### config.mk
export PLATFORM = sky130hd
export DESIGN_NAME = spi_device_core
export DESIGN_NICKNAME = d
export VERILOG_FILES = /design/src/rtl/spi_device_core.sv
export SDC_FILE = /design/constraint.sdc
export NUM_CORES = 1
export LEC_CHECK = 0
export ABC_AREA = 1
export BUFFER_PORTS_ARGS = -buffer_cell sky130_fd_sc_hd__buf_2
export CAP_MARGIN = 20
export CORE_ASPECT_RATIO = 0.7
export CORE_MARGIN = 2
export CORE_UTILIZATION = 45
export DETAILED_ROUTE_END_ITERATION = 6
export PLACE_DENSITY_LB_ADDON = 0.08
export SETUP_SLACK_MARGIN = 0.05
export SYNTH_ARGS = -nofsm -noshare
export SYNTH_HDL_FRONTEND = slang
export SYNTH_SLANG_ARGS = --single-unit
### constraint.sdc
create_clock -name clk_i -period 1.4 [get_ports clk_i]
set_clock_uncertainty 0.1 [all_clocks]
set_input_delay 0.07 -clock clk_i [delete_from_list [all_inputs] [get_ports clk_i]]
set_output_delay 0.07 -clock clk_i [all_outputs]
set_load 0.02 [all_outputs]
### src/rtl/spi_device_core.sv
// SPI mode-0 device core: oversamples ss/sclk/sd on clk_i, one-deep RX and TX character
// buffers, and a small register file presented through the tlul_adapter_reg strobe interface.
module spi_device_core #(
    parameter int CharLen    = 8,
    parameter int SyncStages = 2
) (
    input  logic        clk_i,
    input  logic        rst_ni,
    input  logic [7:0]  addr_i,
    input  logic [31:0] wdata_i,
    input  logic [3:0]  be_i,
    input  logic        we_i,
    input  logic        re_i,
    output logic [31:0] rdata_o,
    output logic        error_o,
    output logic        intr_o,
    input  logic        ss_i,
    input  logic        sclk_i,
    input  logic        sd_i,
    output logic        sd_o,
    output logic        sd_oe_o
);

    localparam int CntW = (CharLen > 1) ? $clog2(CharLen) : 1;
    localparam logic [7:0] ADDR_TXDATA = 8'h00;
    localparam logic [7:0] ADDR_RXDATA = 8'h04;
    localparam logic [7:0] ADDR_STATUS = 8'h08;
    localparam logic [7:0] ADDR_CTRL   = 8'h0C;

    typedef enum logic {IDLE, ACTIVE} state_t;
    state_t state, state_next;

    logic [SyncStages-1:0] ss_sync, sclk_sync, sd_sync;
    logic                  ss_prev, sclk_prev;
    logic                  ss_s, sclk_s, sd_s;
    logic                  ss_fall, ss_rise, sclk_rise, sclk_fall;

    logic [2:0]            ctrl;
    logic [CharLen-1:0]    tx_hold, tx_shift, rx_shift, rx_data, rx_next, load_val;
    logic [CntW-1:0]       bit_cnt;
    logic                  tx_empty, tx_udr, rx_valid, rx_ovr, reload_pending, intr_q;
    logic                  reg_wr, reg_rd, tx_wr, rx_rd, st_wr, ctrl_wr;
    logic                  start, active_run, do_load, load_udr, char_done;
    logic                  unused_bits;

    assign unused_bits = ^{be_i, wdata_i};

    assign ss_s      = ss_sync[SyncStages-1];
    assign sclk_s    = sclk_sync[SyncStages-1];
    assign sd_s      = sd_sync[SyncStages-1];
    assign ss_fall   = ss_prev & ~ss_s;
    assign ss_rise   = ~ss_prev & ss_s;
    assign sclk_rise = ~sclk_prev & sclk_s;
    assign sclk_fall = sclk_prev & ~sclk_s;

    // Bus decode: illegal accesses flag error_o and are masked out of every side effect.
    always_comb begin
        error_o = (re_i | we_i) &
                  ((addr_i[1:0] != 2'b00) | (addr_i > ADDR_CTRL) | (we_i & (addr_i == ADDR_RXDATA)));
        reg_wr  = we_i & ~error_o;
        reg_rd  = re_i & ~error_o;
        tx_wr   = reg_wr & (addr_i == ADDR_TXDATA);
        st_wr   = reg_wr & (addr_i == ADDR_STATUS);
        ctrl_wr = reg_wr & (addr_i == ADDR_CTRL);
        rx_rd   = reg_rd & (addr_i == ADDR_RXDATA);
        rdata_o = '0;
        case (addr_i)
            ADDR_RXDATA: rdata_o[CharLen-1:0] = rx_data;
            ADDR_STATUS: rdata_o[4:0] = {state == ACTIVE, tx_udr, rx_ovr, tx_empty, rx_valid};
            ADDR_CTRL:   rdata_o[2:0] = ctrl;
            default:     rdata_o = '0;
        endcase
    end

    always_ff @(posedge clk_i) begin
        if (!rst_ni) state <= IDLE;
        else         state <= state_next;
    end

    always_comb begin
        state_next = state;
        case (state)
            IDLE:    if (ss_fall && ctrl[0]) state_next = ACTIVE;
            ACTIVE:  if (ss_rise || !ctrl[0]) state_next = IDLE;
            default: state_next = IDLE;
        endcase
        start      = (state == IDLE) && (state_next == ACTIVE);
        active_run = (state == ACTIVE) && (state_next == ACTIVE);
        // A TXDATA write landing on a reload is forwarded straight into the shifter.
        load_val   = tx_wr ? wdata_i[CharLen-1:0] : (tx_empty ? '1 : tx_hold);
        load_udr   = ~tx_wr & tx_empty;
        do_load    = start | (active_run & sclk_fall & reload_pending);
        char_done  = active_run & sclk_rise & (bit_cnt == CntW'(CharLen - 1));
        rx_next    = CharLen'({rx_shift, sd_s});
    end

    always_ff @(posedge clk_i) begin
        if (!rst_ni) begin
            ss_sync        <= '0;
            sclk_sync      <= '0;
            sd_sync        <= '0;
            ss_prev        <= 1'b0;
            sclk_prev      <= 1'b0;
            ctrl           <= '0;
            tx_hold        <= '0;
            tx_shift       <= '0;
            rx_shift       <= '0;
            rx_data        <= '0;
            bit_cnt        <= '0;
            tx_empty       <= 1'b1;
            tx_udr         <= 1'b0;
            rx_valid       <= 1'b0;
            rx_ovr         <= 1'b0;
            reload_pending <= 1'b0;
            intr_q         <= 1'b0;
        end else begin
            ss_sync   <= {ss_sync[SyncStages-2:0], ss_i};
            sclk_sync <= {sclk_sync[SyncStages-2:0], sclk_i};
            sd_sync   <= {sd_sync[SyncStages-2:0], sd_i};
            ss_prev   <= ss_s;
            sclk_prev <= sclk_s;

            if (ctrl_wr) ctrl <= wdata_i[2:0];

            if (tx_wr) begin
                tx_hold  <= wdata_i[CharLen-1:0];
                tx_empty <= 1'b0;
            end
            if (st_wr && wdata_i[3]) tx_udr <= 1'b0;
            if (do_load) begin
                tx_shift <= load_val;
                tx_empty <= 1'b1;
                if (load_udr) tx_udr <= 1'b1;
            end else if (active_run && sclk_fall) begin
                tx_shift <= tx_shift << 1;
            end

            if (start) begin
                bit_cnt        <= '0;
                reload_pending <= 1'b0;
            end else if (active_run && sclk_fall && reload_pending) begin
                reload_pending <= 1'b0;
            end

            if (active_run && sclk_rise) begin
                rx_shift <= rx_next;
                if (char_done) begin
                    rx_data        <= rx_next;
                    bit_cnt        <= '0;
                    reload_pending <= 1'b1;
                end else begin
                    bit_cnt <= bit_cnt + CntW'(1);
                end
            end

            // Flag sets take priority over the read-clear and W1C paths.
            if (rx_rd) rx_valid <= 1'b0;
            if (st_wr && wdata_i[2]) rx_ovr <= 1'b0;
            if (char_done) begin
                rx_valid <= 1'b1;
                if (rx_valid && !rx_rd) rx_ovr <= 1'b1;
            end

            intr_q <= (ctrl[1] & rx_valid) | (ctrl[2] & (rx_ovr | tx_udr));
        end
    end

    assign intr_o  = intr_q;
    assign sd_oe_o = (state == ACTIVE);
    assign sd_o    = (state == ACTIVE) & tx_shift[CharLen-1];

endmodule
* Word-level counts from Yosys, hierarchy flattened
Cells that the tools add are included.
** Word-level totals
- Flip-flop bits (word level) :: 52
- Input port bits :: 51
- Output and inout bits :: 36
- Logic and storage cells :: 102
** Operators by class
- $add $sub $neg :: 1
- Order comparisons :: 1
- Equal/unequal tests :: 4
- Muxes and demuxes :: 25
- Bitwise logic cells :: 34
- Reductions and logical operators :: 19
** Operators with widths (count)
- 8-bit 2-to-1 mux :: 4
- 1-bit bitwise AND :: 20
- 8-bit by 4-bit equality test with 1-bit output, second input constant :: 2
- 1-bit 2-to-1 mux :: 14
- 3-bit 2-to-1 mux :: 4
- 1-bit logical AND :: 9
- 3-bit case mux with 3 select lines :: 1
- 8-bit by 3-bit equality test with 1-bit output, second input constant :: 1
- 8-bit by 4-bit > comparator with 1-bit output, second input constant :: 1
- 8-bit zero test :: 1
- 1-bit NOT :: 8
- 2-bit nonzero test :: 4
- 1-bit bitwise OR :: 6
- 2-bit case mux with 2 select lines :: 1
- 3-bit by 1-bit adder with 3-bit output, second input constant :: 1
- 3-bit equality test, second input constant :: 1
- 1-bit zero test :: 2
- 1-bit case mux with 2 select lines :: 1
- 2-bit AND reduction :: 1
- 2-bit OR reduction :: 1
- 1-bit logical OR :: 1

* Logic depth before layout (Yosys ltp)
- Depth in word-level cells :: 12
- Mapped depth :: 11
- Depth with buffers taken out :: 10

* Worst setup path after synthesis
No wires, ideal clock.
- Kind :: reg-to-reg
- Start point :: reg state (netlist: sd_oe_o)
- End point :: reg rx_data[7]
- Setup time :: 121 ps
- Data arrival time :: 1424 ps
- Data required time :: 1179 ps
- Slack :: -245 ps
- Cell stages (with the launch flop) :: 9
- Buffers on the path :: 0
- Cell sequence :: dfxtp_1 nand2_1 a21oi_2 and2_4 nand3_4 nor2_4 inv_1 o21ai_0 a21oi_1
** Between the ends
- Word-level cells in the longest chain between the ends :: 6
- Elaborated cells between the ends (all ways) :: 7
- Classes of those cells :: mux (1); bitwise (3); reduce/logical (3)
** RTL lines
- from (decl) :: line 31 : state_t state, state_next;
- from (signal assigned) :: line 77 : else state <= state_next;
- 1-bit NOT
- 1-bit case mux with 2 select lines :: line 82 : case (state)
- 1-bit logical AND (*) :: line 88 : active_run = (state == ACTIVE) && (state_next == ACTIVE);
- 1-bit bitwise AND (2 in a row) :: line 93 : char_done = active_run & sclk_rise & (bit_cnt == CntW'(CharLen - 1));
- 2-bit AND reduction (no line) (*)
- to (signal assigned) :: line 148 : rx_data <= rx_next;
- to (decl) :: line 39 : logic [CharLen-1:0] tx_hold, tx_shift, rx_shift, rx_data, rx_next, load_val;
Mark *: on every way between the ends. The rest lies on a longest branch, timed or not.
A chain may end at the register's enable or synchronous reset.

* Worst setup path in the final report
- Start point :: reg state (netlist: sd_oe_o)
- End point :: reg rx_ovr
** Between the ends
- Word-level cells in the longest chain between the ends :: 6
** RTL lines
- 1-bit NOT
- 1-bit case mux with 2 select lines :: line 82
- 1-bit logical AND (*) :: line 88
- 1-bit bitwise AND (*) (2 in a row) :: line 93
- 1-bit 2-to-1 mux (*) :: line 159 : if (char_done) begin
- to (signal assigned) :: line 113 : rx_ovr <= 1'b0;
- to (signal assigned) :: line 158 : if (st_wr && wdata_i[2]) rx_ovr <= 1'b0;
- to (signal assigned) :: line 161 : if (rx_valid && !rx_rd) rx_ovr <= 1'b1;
- to (decl) :: line 41 : logic tx_empty, tx_udr, rx_valid, rx_ovr, reload_pending, intr_q;
Marked as above.

==> out/qor.txt <==
Peak VDD IR = 570 uV
Synth Warn # = 0
Yosys top cell area share = 0.410
commonest cells in the netlist = nand2_1 (77), dfxtp_1 (52), inv_1 (46)
TritonCTS clock tree = yes
RSZ-0062 raised after global routing = true
reported max-cap violation count = 0
Synth async-reset ratio = 0
initial core utilization = 0.476
area grow syn2layout = 37.2%
drt total wl = 5940 um
CTS root buffer = clkbuf_8
initial antenna violation count = 0
Synth area leaders = dfxtp_1 (41%), nand2_1 (11%), buf_4 (7.4%)
Arrival @ worst endpoint = 1.76 ns
Yosys reg bits = 52
mux contribution to synthesized area = 0
GRT Residual Overflow = 0
ANT nets after route = 0
ANT cells = 0
Gate Count Post-Synth = 347
CTS HTree Levels = 2
Synth area leader = dfxtp_1
Post-Syn Area = 0.00254 mm2
DIE HEIGHT = 66.9 um
TritonCTS Buffers = 5
Finished Cell Area = 0.00349 mm2
Pwr per Cell Area = 846 mW/mm2
failing checks = negative setup slack
post-synthesis simple-gate area fraction = 0.277
Post-Synth Adder-Cell Area = 0.00985
CP Max Fanout = 6
Min-Delay Path Class = in -> reg
detailed-route via count = 2373
Setup CP Type = reg -> reg
Worst R2R Setup Slack = -0.23 ns
Final Hold Vio Count = 0
Total GRT Usage = 0.193
dpl cells = 480
setup TNS = -4.22 ns
worst setup margin = -0.225 ns
minimum clock period = 1.63 ns
final cycle utilization of the critical path = 1.16
Cell variety after synth = 34
Req. time, crit path = 1.54 ns
GP Congestion = 0.816
DRC violation count after routing = 0
WL/cell = 11.8 um
setup violators final = 31
Area after DPL = 0.00296 mm2
share of layout cells above drive strength 1 = 0.335
leakage power total = 1.66 nW
Synth Area in XOR/XNOR = 0
count leader, synth = nand2_1
Fill cells = 462
element type at the critical path start = register
Skew-Pair Late Insertion Delay = 0.30 ns
Nets = 485
Initial DRC Count = 93
Final HPWL DP = 4090 um
final slew viol count = 0
largest net degree at the start of global routing = 17
vias in the first global route = 2136
Placement Rows = 22
status = complete, but fails checks
Max Root-Sink Buffers = 2
Pre-Repair DR Iteration Count = 4
DR vias/cell = 4.70
Worst-path clk slew = 0.10 ns
Main synth FF type = dfxtp_1
Mean Syn Cell Area = 7.32 um2
io pins = 87
Final Non-Filler Cells = 505
Sink Count = 52
post-synthesis sequential area ratio = 0.410
EDFF count, synth = 0
CP Capture Type = register
Fmax = 0.615 GHz
area fraction in compound gates after synthesis = 0.139
die footprint = 0.00627 mm2
core area = 0.00534 mm2
Port-buffer cells = 34
Die X = 93.8 um
largest family of logic cells by synthesized area = simple AND/OR/NAND/NOR gates
first-pass GRT wire length = 9510 um
-- layout by cell type (no fill, tap or decap), types with 2 or more instances in the layout --
master and n:
a211oi_1 2, conb_1 24, ha_1 2, clkbuf_8 5, a22oi_2 2, a211oi_2 2, dfxtp_1 48, or2_2 8
nor2_2 2, o21ai_1 10, dlygate4sd3_1 10, inv_1 42, bufinv_16 2, buf_2 25, buf_6 11, inv_4 2
nand2_2 5, nand3_1 15, inv_2 3, nand4_1 7, buf_4 40, o21ai_0 8, o21ai_2 8, nand3_4 3
nand2_1 72, a21oi_1 20, nand2_4 2, nor2_4 7, a21oi_2 6, nor2_1 23, dfxtp_2 3
-- sequential cells by signal (all words and copies together), names as in the netlist --
register,flops
bit_cnt,3
ctrl,3
intr_o,1
reload_pending,1
rx_data,8
rx_ovr,1
rx_shift,7
rx_valid,1
sclk_prev,1
sclk_sync,2
sd_oe_o,1
sd_sync,2
ss_prev,1
ss_sync,2
tx_empty,1
tx_hold,8
tx_shift,8
tx_udr,1
-- through the flow --
step / setup WS [ns] / total power, mW / utilization / hold WS [ns]
finish: -0.225 / 2.95 / 0.653 / 0.0134
global placement: -0.127 / 1.73 / 0.554 / 0.151
CTS: -0.137 / 2.96 / 0.612 / 0.0139
global route: -0.291 / 3.05 / 0.653 / 0.0350
floorplan: -0.0609 / 1.70 / - / 0.0676
detailed placement: -0.151 / 1.73 / 0.554 / 0.160
-- final timing paths --
kind	startpoint	to	depth (start not counted)
setup / recovery	sd_oe_o	rx_ovr	8
hold / removal	wdata_i[2]	tx_hold[2]	3
setup reg to reg	sd_oe_o	rx_ovr	8
hold reg to reg	sclk_sync[0]	sclk_sync[1]	2
-- layer usage --
layer  up-vias  global-route usage  share of wire  routed length, um
met5         -                   0              0                  0
met1      1063               0.276           0.50               2950
met4         0              0.0435         0.0042                 25
met2        79               0.296           0.44               2590
met3         2              0.0430          0.064                383
li1       1229                   -              -                  -
-- logic make-up (layout without fill, tap and decap cells) --
group	after synthesis	count (layout)
AO/OA/AOI/OAI	62	62
adder cells (fa/ha/maj)	2	2
buffers and inverters	81	144
flip-flops	52	52
other	1	24
AND/OR/NAND/NOR	149	149
-- worst max-delay path, stage by stage, from the launching register on --
cell and delay (ns):
dfxtp_4 0.37, nand2_4 0.06, a21oi_4 0.17, and2_4 0.19, nand3_4 0.09, nor2_4 0.23, buf_12 0.15, nand2_1 0.07
a21oi_2 0.13
-- what timing repair did --
action | CTS | global route
setup endpoints to repair | 38 | 39
hold buffers | 10 | 0
setup buffers | 1 | 5
endpoints found under the hold margin | 12 | 0
pin swaps | 2 | 16
resized for setup | 18 | 49
cloned | 0 | 1
-- area by class of cell --
type,count,area [um2],share of cell area
Timing Repair Buffer,88,694,0.199
Inverter,48,193,0.0553
Clock buffer,6,72.6,0.0208
Multi-Input combinational cell,237,1330,0.381
Clock inverter,2,60.1,0.0172
Tap cell,72,90.1,0.0258
Sequential cell,52,1050,0.301
-- power by group --
group	total, mW	leakage, nW	internal [mW]	switching [mW]
registers	1.49	0.421	1.49	0.00442
logic	0.257	1.18	0.0975	0.160
clock network	1.20	0.0654	0.715	0.485
(Power assumes the default switching activity.)
